===== src/rtl/mux2_product_pipe_if.sv =====
// Stream bundle for mux2_product_pipe: the product-typed channel inputs and select,
// the registered FIFO-head outputs, and the error/status flags.
interface mux2_product_pipe_if #(
  parameter int N_IN    = 2,
  parameter int A_WIDTH = 1,
  parameter int B_WIDTH = 8,
  parameter int SEL_W   = 1
);
  logic [N_IN*A_WIDTH-1:0] I_a;
  logic [N_IN*B_WIDTH-1:0] I_b;
  logic [SEL_W-1:0]        S;
  logic                    in_valid;
  logic                    in_ready;
  logic [A_WIDTH-1:0]      O_a;
  logic [B_WIDTH-1:0]      O_b;
  logic                    out_valid;
  logic                    out_ready;
  logic                    sel_err;
  logic [7:0]              err_count;

  // Environment side: produces beats and consumes the FIFO head.
  modport master (
    output I_a, I_b, S, in_valid, out_ready,
    input  in_ready, O_a, O_b, out_valid, sel_err, err_count
  );

  // Block side.
  modport slave (
    input  I_a, I_b, S, in_valid, out_ready,
    output in_ready, O_a, O_b, out_valid, sel_err, err_count
  );
endinterface


===== src/rtl/mux2_product_pipe.sv =====
// Pipelined product-type N:1 mux: selects {a,b} from one of N_IN channels per accepted
// beat and queues it in a DEPTH-entry FIFO; out-of-range selects are dropped and counted.
module mux2_product_pipe #(
  parameter int N_IN    = 2,
  parameter int A_WIDTH = 1,
  parameter int B_WIDTH = 8,
  parameter int DEPTH   = 2,
  parameter int SEL_W   = (N_IN > 2) ? $clog2(N_IN) : 1
) (
  input  logic                CLK,
  input  logic                ASYNCRESETN,
  mux2_product_pipe_if.slave  bus
);

  localparam int PTR_W = $clog2(DEPTH);
  localparam int CNT_W = $clog2(DEPTH + 1);

  logic [A_WIDTH-1:0] mem_a_q [DEPTH];
  logic [B_WIDTH-1:0] mem_b_q [DEPTH];
  logic [PTR_W-1:0]   wr_ptr_q, rd_ptr_q;
  logic [CNT_W-1:0]   count_q;
  logic               live_q;
  logic               sel_err_q;
  logic [7:0]         err_cnt_q;

  logic [A_WIDTH-1:0] sel_a;
  logic [B_WIDTH-1:0] sel_b;
  logic               sel_ok;
  logic               full, pop, accept, push;

  always_comb begin
    sel_a  = '0;
    sel_b  = '0;
    sel_ok = 1'b0;
    for (int unsigned k = 0; k < N_IN; k++) begin
      if (bus.S == SEL_W'(k)) begin
        sel_a  = bus.I_a[k*A_WIDTH +: A_WIDTH];
        sel_b  = bus.I_b[k*B_WIDTH +: B_WIDTH];
        sel_ok = 1'b1;
      end
    end
  end

  // live_q holds in_ready low from reset assertion until the first edge after release.
  assign full          = (count_q == CNT_W'(DEPTH));
  assign bus.out_valid = (count_q != '0);
  assign pop           = bus.out_valid & bus.out_ready;
  assign bus.in_ready  = live_q & (~full | pop);
  assign accept        = bus.in_valid & bus.in_ready;
  assign push          = accept & sel_ok;

  assign bus.O_a       = mem_a_q[rd_ptr_q];
  assign bus.O_b       = mem_b_q[rd_ptr_q];
  assign bus.sel_err   = sel_err_q;
  assign bus.err_count = err_cnt_q;

  always_ff @(posedge CLK or negedge ASYNCRESETN) begin
    if (!ASYNCRESETN) begin
      for (int unsigned k = 0; k < DEPTH; k++) begin
        mem_a_q[k] <= '0;
        mem_b_q[k] <= '0;
      end
      wr_ptr_q  <= '0;
      rd_ptr_q  <= '0;
      count_q   <= '0;
      live_q    <= 1'b0;
      sel_err_q <= 1'b0;
      err_cnt_q <= '0;
    end else begin
      live_q <= 1'b1;
      if (push) begin
        mem_a_q[wr_ptr_q] <= sel_a;
        mem_b_q[wr_ptr_q] <= sel_b;
        wr_ptr_q          <= wr_ptr_q + PTR_W'(1);
      end
      if (pop) begin
        rd_ptr_q <= rd_ptr_q + PTR_W'(1);
      end
      case ({push, pop})
        2'b10:   count_q <= count_q + CNT_W'(1);
        2'b01:   count_q <= count_q - CNT_W'(1);
        default: count_q <= count_q;
      endcase
      if (accept && !sel_ok) begin
        sel_err_q <= 1'b1;
        if (err_cnt_q != '1) begin
          err_cnt_q <= err_cnt_q + 8'd1;
        end
      end
    end
  end

endmodule


===== src/flat_wrapper.sv =====
// flat-port wrapper written by rule: the top's interface ports become plain ports
module mux2_product_pipe_flat 
#(
  parameter int N_IN    = 2,
  parameter int A_WIDTH = 1,
  parameter int B_WIDTH = 8,
  parameter int DEPTH   = 2,
  parameter int SEL_W   = (N_IN > 2) ? $clog2(N_IN) : 1
)
  (CLK, ASYNCRESETN, bus_I_a, bus_I_b, bus_S, bus_in_valid, bus_out_ready, bus_in_ready, bus_O_a, bus_O_b, bus_out_valid, bus_sel_err, bus_err_count);
  mux2_product_pipe_if #(.N_IN(N_IN), .A_WIDTH(A_WIDTH), .B_WIDTH(B_WIDTH), .SEL_W(SEL_W)) bus_i ();
  input  logic CLK;
  input  logic ASYNCRESETN;
  input wire logic [$bits(bus_i.I_a)-1:0] bus_I_a;
  input wire logic [$bits(bus_i.I_b)-1:0] bus_I_b;
  input wire logic [$bits(bus_i.S)-1:0] bus_S;
  input wire logic [$bits(bus_i.in_valid)-1:0] bus_in_valid;
  input wire logic [$bits(bus_i.out_ready)-1:0] bus_out_ready;
  output wire logic [$bits(bus_i.in_ready)-1:0] bus_in_ready;
  output wire logic [$bits(bus_i.O_a)-1:0] bus_O_a;
  output wire logic [$bits(bus_i.O_b)-1:0] bus_O_b;
  output wire logic [$bits(bus_i.out_valid)-1:0] bus_out_valid;
  output wire logic [$bits(bus_i.sel_err)-1:0] bus_sel_err;
  output wire logic [$bits(bus_i.err_count)-1:0] bus_err_count;
  assign bus_i.I_a = bus_I_a;
  assign bus_i.I_b = bus_I_b;
  assign bus_i.S = bus_S;
  assign bus_i.in_valid = bus_in_valid;
  assign bus_i.out_ready = bus_out_ready;
  assign bus_in_ready = bus_i.in_ready;
  assign bus_O_a = bus_i.O_a;
  assign bus_O_b = bus_i.O_b;
  assign bus_out_valid = bus_i.out_valid;
  assign bus_sel_err = bus_i.sel_err;
  assign bus_err_count = bus_i.err_count;
  mux2_product_pipe #(.N_IN(N_IN), .A_WIDTH(A_WIDTH), .B_WIDTH(B_WIDTH), .DEPTH(DEPTH), .SEL_W(SEL_W)) u_core (.CLK(CLK), .ASYNCRESETN(ASYNCRESETN), .bus(bus_i));
endmodule

===== config.mk =====
export PLATFORM = sky130hd
export DESIGN_NAME = mux2_product_pipe_flat
export DESIGN_NICKNAME = d
export VERILOG_FILES = /design/src/rtl/mux2_product_pipe_if.sv /design/src/rtl/mux2_product_pipe.sv /design/src/flat_wrapper.sv
export SDC_FILE = /design/constraint.sdc
export NUM_CORES = 1
export LEC_CHECK = 0
export ABC_AREA = 0
export CORE_MARGIN = 4
export CORE_UTILIZATION = 40
export CTS_CLUSTER_SIZE = 12
export DETAILED_ROUTE_END_ITERATION = 10
export GPL_TIMING_DRIVEN = 1
export PLACE_DENSITY = 0.8
export SYNTH_ARGS = -nofsm -noshare
export SYNTH_HDL_FRONTEND = slang
export SYNTH_SLANG_ARGS = --single-unit

===== constraint.sdc =====
create_clock -name CLK -period 1.5 [get_ports CLK]
set_input_delay 0.15 -clock CLK [delete_from_list [all_inputs] [get_ports CLK]]
set_output_delay 0.15 -clock CLK [all_outputs]
set_load 0.005 [all_outputs]

* Word-level counts from Yosys, hierarchy flattened
Index checks and enable logic that the tools add are counted.
** Operators by class
- Add/sub/neg operators :: 4
- Order comparisons :: 3
- Equal/unequal tests :: 3
- Mux-type cells :: 15
- Bitwise gates (word level) :: 7
- Reduce and logical (&&, ||, !) cells :: 3
** Operators with widths (number)
- 8-bit two-way mux :: 5
- 16-bit bitwise mux :: 1
- 8-bit demux with 1-bit select :: 1
- 1-bit two-way mux :: 5
- 2-bit == test, second input constant :: 2
- 2-bit >= comparator, second input constant :: 2
- 1-bit NOT with 2-bit output :: 2
- 2-bit case mux with 2 select lines :: 1
- 2-bit nonzero test :: 2
- 1-bit AND :: 3
- 1-bit adder, second input constant :: 2
- 2-bit by 1-bit adder with 2-bit output, second input constant :: 1
- 2-bit bitwise mux :: 1
- 2-bit by 1-bit == test with 1-bit output, second input constant :: 1
- 2-bit by 1-bit less-than comparator with 1-bit output, second input constant :: 1
- 2-bit by 1-bit subtractor with 2-bit output, second input constant :: 1
- 1-bit demux with 1-bit select :: 1
- 1-bit logical AND :: 1
- 1-bit NOT :: 1
- 1-bit OR :: 1
** Word-level totals
- Flip-flop bits (word level) :: 23
- Output and inout bits :: 20

* Logic depth before layout (Yosys ltp)
Gate-level depths: netlist (run 1).
- Word-level depth :: 7
- Depth in mapped cells :: 6
- Gate-level depth less buffers :: 6

* Worst setup path after synthesis (run 1)
No wires, ideal clock.
- Path kind :: register to register
- Start point :: register u_core.count_q[0]
- End point :: register u_core.count_q[1]
- Arrival :: 1457 ps
- Required time :: 1421 ps
- Slack :: -36 ps
- Stages on the path, launching flop included :: 6
- Buffers on the path :: 0
- Clock period less this slack :: 1536 ps
- Cell sequence :: dfrtp_1 > or2_2 > and2_1 > ha_1 > nor2_1 > xor2_1
** Between the ends
- Cells in the longest elaborated chain, start to end :: 7
- Elaborated cells between the ends (all ways) :: 13
- Classes of those cells :: add/sub: 2; eq/ne: 3; mux: 1; bitwise: 5; reduce/logical: 2
** Ends and longest elaborated chain
- start: declaration :: line mux2_product_pipe.sv:21 : logic [CNT_W-1:0] count_q;
- start signal: assignment :: line mux2_product_pipe.sv:80 : 2'b10: count_q <= count_q + CNT_W'(1);
- start signal: assignment :: line mux2_product_pipe.sv:81 : 2'b01: count_q <= count_q - CNT_W'(1);
- start signal: assignment :: line mux2_product_pipe.sv:82 : default: count_q <= count_q;
- 2-bit nonzero test (*) :: line mux2_product_pipe.sv:46 : assign bus.out_valid = (count_q != '0);
- net bus_out_valid :: line flat_wrapper.sv:22 : output wire logic [$bits(bus_i.out_valid)-1:0] bus_out_valid;
- 1-bit AND (*) :: line mux2_product_pipe.sv:47 : assign pop = bus.out_valid & bus.out_ready;
- net u_core.pop :: line mux2_product_pipe.sv:29 : logic full, pop, accept, push;
- 1-bit OR :: line mux2_product_pipe.sv:48 : assign bus.in_ready = live_q & (~full | pop);
- 1-bit AND :: line mux2_product_pipe.sv:48
- 1-bit AND :: line mux2_product_pipe.sv:49 : assign accept = bus.in_valid & bus.in_ready;
- 2-bit by 1-bit == test with 1-bit output or 2-bit == test (tied branches) :: line mux2_product_pipe.sv:79 : case ({push, pop})
- 2-bit case mux with 2 select lines or 2-bit nonzero test (tied branches)
Mark *: on every way through the listed nets, which the timed path passes. The rest lies on a longest branch.
A chain may end at the register's enable or synchronous reset.

* Worst setup path in the final report (run 1)
- Start point :: register u_core.count_q[1]
- End point :: register u_core.count_q[1]
** Between the ends
- Cells in the longest elaborated chain, start to end :: 7
- Elaborated cells between the ends (all ways) :: 13
- Classes of those cells :: add/sub: 2; eq/ne: 3; mux: 1; bitwise: 5; reduce/logical: 2
** Ends and longest elaborated chain (line)
- 2-bit nonzero test or 2-bit == test (tied branches) :: mux2_product_pipe.sv:46, mux2_product_pipe.sv:45
- 1-bit AND or 1-bit NOT (tied branches) :: mux2_product_pipe.sv:47, mux2_product_pipe.sv:48
- 1-bit OR :: mux2_product_pipe.sv:48
- 1-bit AND :: mux2_product_pipe.sv:48
- 1-bit AND :: mux2_product_pipe.sv:49
- 2-bit by 1-bit == test with 1-bit output or 2-bit == test (tied branches) :: mux2_product_pipe.sv:79
- 2-bit case mux with 2 select lines or 2-bit nonzero test (tied branches)
Several ways; a longest one is shown, not always the timed one.

==> results of run 1 <==
critical path: stages, from the launching register on:
cell	delay, ps
dfrtp_1	410
nor3b_4	160
buf_6	120
or2_4	250
ha_4	160
xnor2_2	130
nor2_2	130
xor2_1	150
area by class of cell:
class | count | area (µm²) | share of cell area [%]
Clock buffer | 4 | 26.3 | 1.38
Multi-Input combinational cell | 61 | 713 | 37.5
Timing Repair Buffer | 55 | 534 | 28.1
Sequential cell | 23 | 576 | 30.2
Tap cell | 44 | 55.1 | 2.89
timing repair:
action	in CTS	in global routing
setup buffers	8	1
gates resized for setup	59	26
cloned	0	0
setup endpoints to repair	21	31
pin swaps	7	6
state kept, by name, indices dropped and copies added, names as in the netlist:
register,flops
u_core.mem_b_q,16
u_core.count_q,2
u_core.mem_a_q,2
u_core.live_q,1
u_core.rd_ptr_q,1
u_core.wr_ptr_q,1
how the worst min path moves through the flow:
stage / endpoint / slack, ps
after floorplan: u_core.count_q[0] / -150
after global placement: u_core.count_q[1] / 480
after detailed placement: u_core.mem_b_q[12] / 490
after CTS: u_core.mem_a_q[0] / 200
after global routing: u_core.count_q[1] / 180
final: u_core.mem_a_q[0] / 160
power by group:
| part | internal [mW] | switching [mW] |
|---|---|---|
| Sequential | 0.928 | 0.223 |
| Combinational | 1.50 | 0.644 |
| Clock | 0.104 | 0.185 |
| Total | 2.53 | 1.05 |
routing by layer:
| metal | vias up | global-route usage, % | share of wire (%) |
|---|---|---|---|
| met5 | - | 0 | 0 |
| met4 | 0 | 6.47 | 1.8 |
| met3 | 5 | 3.34 | 6.0 |
| met2 | 33 | 29.9 | 55 |
| met1 | 415 | 16.2 | 37 |
| li1 | 392 | - | - |
cells by family after synthesis:
kind of cell / synth area share [%]
adder cells (fa/ha/maj): 1.00
flip-flops: 46.1
XOR/XNOR: 3.51
other: 0.602
AND/OR/NAND/NOR: 6.62
buffers and inverters: 6.92
multiplexers: 35.2
metrics by stage:
stage,power [mW],std cells
6_report,3.58,187
2_1_floorplan,1.96,96
3_5_place_dp,2.70,175
3_3_place_gp,2.63,175
4_1_cts,3.15,187
5_1_grt,3.79,187
cells in the final DEF (no fill, tap or decap), types with 2 or more instances in the layout:
cell / n
buf_4: 12
xnor2_1: 2
clkbuf_2: 2
clkdlybuf4s50_1: 22
xor2_1: 2
conb_1: 10
mux2_2: 9
mux2_4: 27
or2_4: 2
dfrtp_1: 23
buf_6: 19
clkbuf_4: 3
==> flow_summary.ini, run 1 <==
[floorplan]
num_io_pins = 43
die_w_um = 63.8
start_util_pct = 41.2
die_h_um = 63.8
die-area_um2 = 4080
core_um2 = 3030
num_rows = 20

[logic_synthesis]
synth_edf_count = 0
async_reset_ff_share_pct = 100
synth.area.top_cells = dfrtp_1, mux2_2, mux2_4
netlist.area_leader.share_pct = 46.1
syn_area_per_cell_um2 = 14.2
synth_warnings = 0
ys_seq_area_share_pct = 46.1
syn_inst = 88
yosysMostFrequentCell = mux2_2
ys_types = 19
ys_ff_latch = 23
yosysTopAreaCell = dfrtp_1
synthesis.area_um2 = 1250
yosys-top-cells-count = mux2_2, dfrtp_1, buf_4, mux2_4, xnor2_1
synth_ff_type = dfrtp_1

[global_routing]
grt_usage_pct = 15.7
grt_pass1_vias = 991
grt_pass1_wl_mm = 4.86
grt_start_max_net_pins = 24
antenna_found_initial = 0
gr-total-overflow = 0

[finish]
final_nets = 168
utilization_pct = 62.9
syn_to_final_growth_pct = 52.7
fillCellCount = 238
diodes = 0
drive_gt1_share_pct = 57.3
fin_area_um2 = 1900

[placed_design]
post-place-ws_ps = -208
port_buffers = 33
globalplace.congestion = 0.695
placed_area_um2 = 1690
place_hpwl_mm = 2.05

[critical_path]
critPathLaunchType = register
r2r_end = u_core.count_q[1]
crit_path_start = u_core.count_q[1]
crit_end = u_core.count_q[1]
timing.rr.start = u_core.count_q[1]
criticalPathCategory = reg2reg
endpoint_kind = register
rr_worst_depth = 7
crit_required_ps = 1750
arrival_ps = 1830
critical_path_peak_fanout = 3
rrSetupSlack_ps = -80

[drt]
routed-via-count = 845
ant_nets = 0
wl_per_cell_um = 15.9
drt_iter0_drc = 9
first_pass_iters = 4
viasPerCell = 4.52
drc_errors = 0
wirelength_mm = 2.98

[clock_tree]
clk_latency_ps = 320
cts_tree = yes
cts-root-buf = clkbuf_4
cts_sinks = 23
cts_buffers = 3
hold_buffers = 0
clockBufferDepth = 2
htreeDepth = 1
clkTransAtPathRegs_ps = 120

[sta]
whs_ps = 165
clock-skew-final_ps = 6.36
hold_violations = 0
drv_slew = 0
rsz0062_at_grt = true
finalCritPeriodShare_pct = 106
timing.fmax_mhz = 631
setup_viol = 16
min_period_ps = 1580
setup_tns_ps = -703
fin_ws_ps = -84.1

[pwr]
powerDensity_nw_per_um2 = 1880
irDropWorstVdd_mv = 0.867
p_leak_nw = 0.885

[worst_hold_path]
hold_class = in2async

[flow_run]
drv_cap = 0

[outcome]
status = finished with violations
violations = setup timing
No activity file was read; power rests on OpenSTA's default activity.
==> inputs of run 2 (changes only) <==
CORE_UTILIZATION = 44   (was 40)
PLACE_DENSITY = 0.83   (was 0.8)
clock period = 1.7 ns   (was 1.5 ns; I/O delays follow)
==> flow_summary.ini, run 2 (same netlist as run 1, synthesis figures left out) <==
[floorplan]
start_util_pct = 45.6
die-area_um2 = 3750
num_io_pins = 43
die_w_um = 61.2
core_um2 = 2730
num_rows = 19
die_h_um = 61.2

[drt]
drc_errors = 0
drt_iter0_drc = 6
viasPerCell = 4.79
wl_per_cell_um = 14.4
ant_nets = 0
first_pass_iters = 4
wirelength_mm = 2.40
routed-via-count = 795

[critical_path]
crit_required_ps = 1930
rrSetupSlack_ps = 50
crit_path_start = u_core.count_q[1]
criticalPathCategory = reg2reg
critical_path_peak_fanout = 3
endpoint_kind = register
crit_family = simple AND/OR/NAND/NOR gates
critPathLaunchType = register
path_buf_inv = 1
cpMaxStageDelayCell = dfrtp_1
max_stage_delay_ps = 420
timing.rr.start = u_core.count_q[1]
arrival_ps = 1890
path_cells = nor3b_4 -> buf_4 -> or2_2 -> ha_4 -> xnor2_2 -> nor2_2 -> xor2_1

[sta]
timing.fmax_mhz = 605
clock-skew-final_ps = 6.89
min_period_ps = 1650
finalCritPeriodShare_pct = 97.2
whs_ps = 198
fin_ws_ps = 48.3
drv_slew = 0
rsz0062_at_grt = false
setup_tns_ps = 0
hold_violations = 0
setup_viol = 0

[worst_hold_path]
hold_class = in2async

[global_routing]
gr-total-overflow = 0
grt_pass1_vias = 845
grt_usage_pct = 13.6
antenna_found_initial = 0
grt_start_max_net_pins = 24
grt_pass1_wl_mm = 3.77

[placed_design]
place_hpwl_mm = 1.72
placed_area_um2 = 1630
globalplace.congestion = 0.642
post-place-ws_ps = -84.8
port_buffers = 33

[pwr]
clockPowerShare_pct = 9.3
comb_power_share_pct = 52.2
p_int_mw = 1.83
p_leak_nw = 0.815
powerDensity_nw_per_um2 = 1480
p_switching_uw = 728
sw_frac_of_total_pct = 28.4
irDropWorstVdd_mv = 1.22
power_frac_seq_pct = 38.5

[clock_tree]
cts_buffers = 3
htreeDepth = 1
cts_sinks = 23
cts-root-buf = clkbuf_4
clkTransAtPathRegs_ps = 120
clk_latency_ps = 300
clockBufferDepth = 2
cts_tree = yes

[finish]
layout_common_cells = mux2_2, clkdlybuf4s50_1, dfrtp_1, buf_4, conb_1
final_nets = 160
reg_top3 = u_core.mem_b_q (16), u_core.count_q (2), u_core.mem_a_q (2)
final_common_cell = mux2_2
largest_reg_flops = 16
syn_to_final_growth_pct = 39.2
diodes = 0
utilization_pct = 63.5
fin_area_um2 = 1740
drive_gt1_share_pct = 47.4
regMostFlops = u_core.mem_b_q

[flow_run]
drv_cap = 0

[outcome]
status = finished, final reports clean
## run 2: area by class of cell
| type | count | area (µm²) |
|---|---|---|
| clock buffer | 4 | 26.3 |
| fill | 207 | 997 |
| multi-input combinational | 61 | 638 |
| sequential | 23 | 578 |
| tap | 31 | 38.8 |
| timing repair buffer | 47 | 455 |
## run 2: path summary, 6_finish.rpt
path                                 endpoint  cells past startpoint
min in group CLK           u_core.mem_b_q[12]                      1
setup / recovery            u_core.count_q[1]                      7
max in group asynchronous     u_core.rd_ptr_q                      2
hold / removal             u_core.mem_b_q[10]                      2
hold reg to reg            u_core.mem_b_q[12]                      1
setup reg to reg            u_core.count_q[1]                      7
## run 2: power by group through the flow
stage / sequential, mW / clock (mW) / combinational, mW
global placement: 1.02 / 0 / 1.22
finish: 0.986 / 0.238 / 1.34
floorplan: 0.943 / 0 / 0.774
CTS: 0.978 / 0.246 / 1.33
detailed placement: 1.04 / 0 / 1.23
global route: 1.02 / 0.270 / 1.45
## run 2: what timing repair did
item	in CTS	in global routing
pin swaps	2	1
setup endpoints to repair	10	9
hold buffers	0	0
gates resized for setup	8	12
buffers inserted	4	1
## run 2: metal layers
metal / global-route usage [%] / routed length [µm] / up-vias / part of all wire, %
li1: - / - / 376 / -
met1: 17.7 / 1020 / 389 / 42
met2: 22.8 / 1190 / 26 / 50
met3: 2.52 / 163 / 4 / 6.8
met4: 4.64 / 26 / 0 / 1.1
met5: 0 / 0 / - / 0
## run 2: metrics by stage
stage / instances / power (mW)
3_3_place_gp: 157 / 2.24
2_1_floorplan: 96 / 1.72
5_1_grt: 166 / 2.74
4_1_cts: 165 / 2.55
6_report: 166 / 2.56
3_5_place_dp: 157 / 2.27
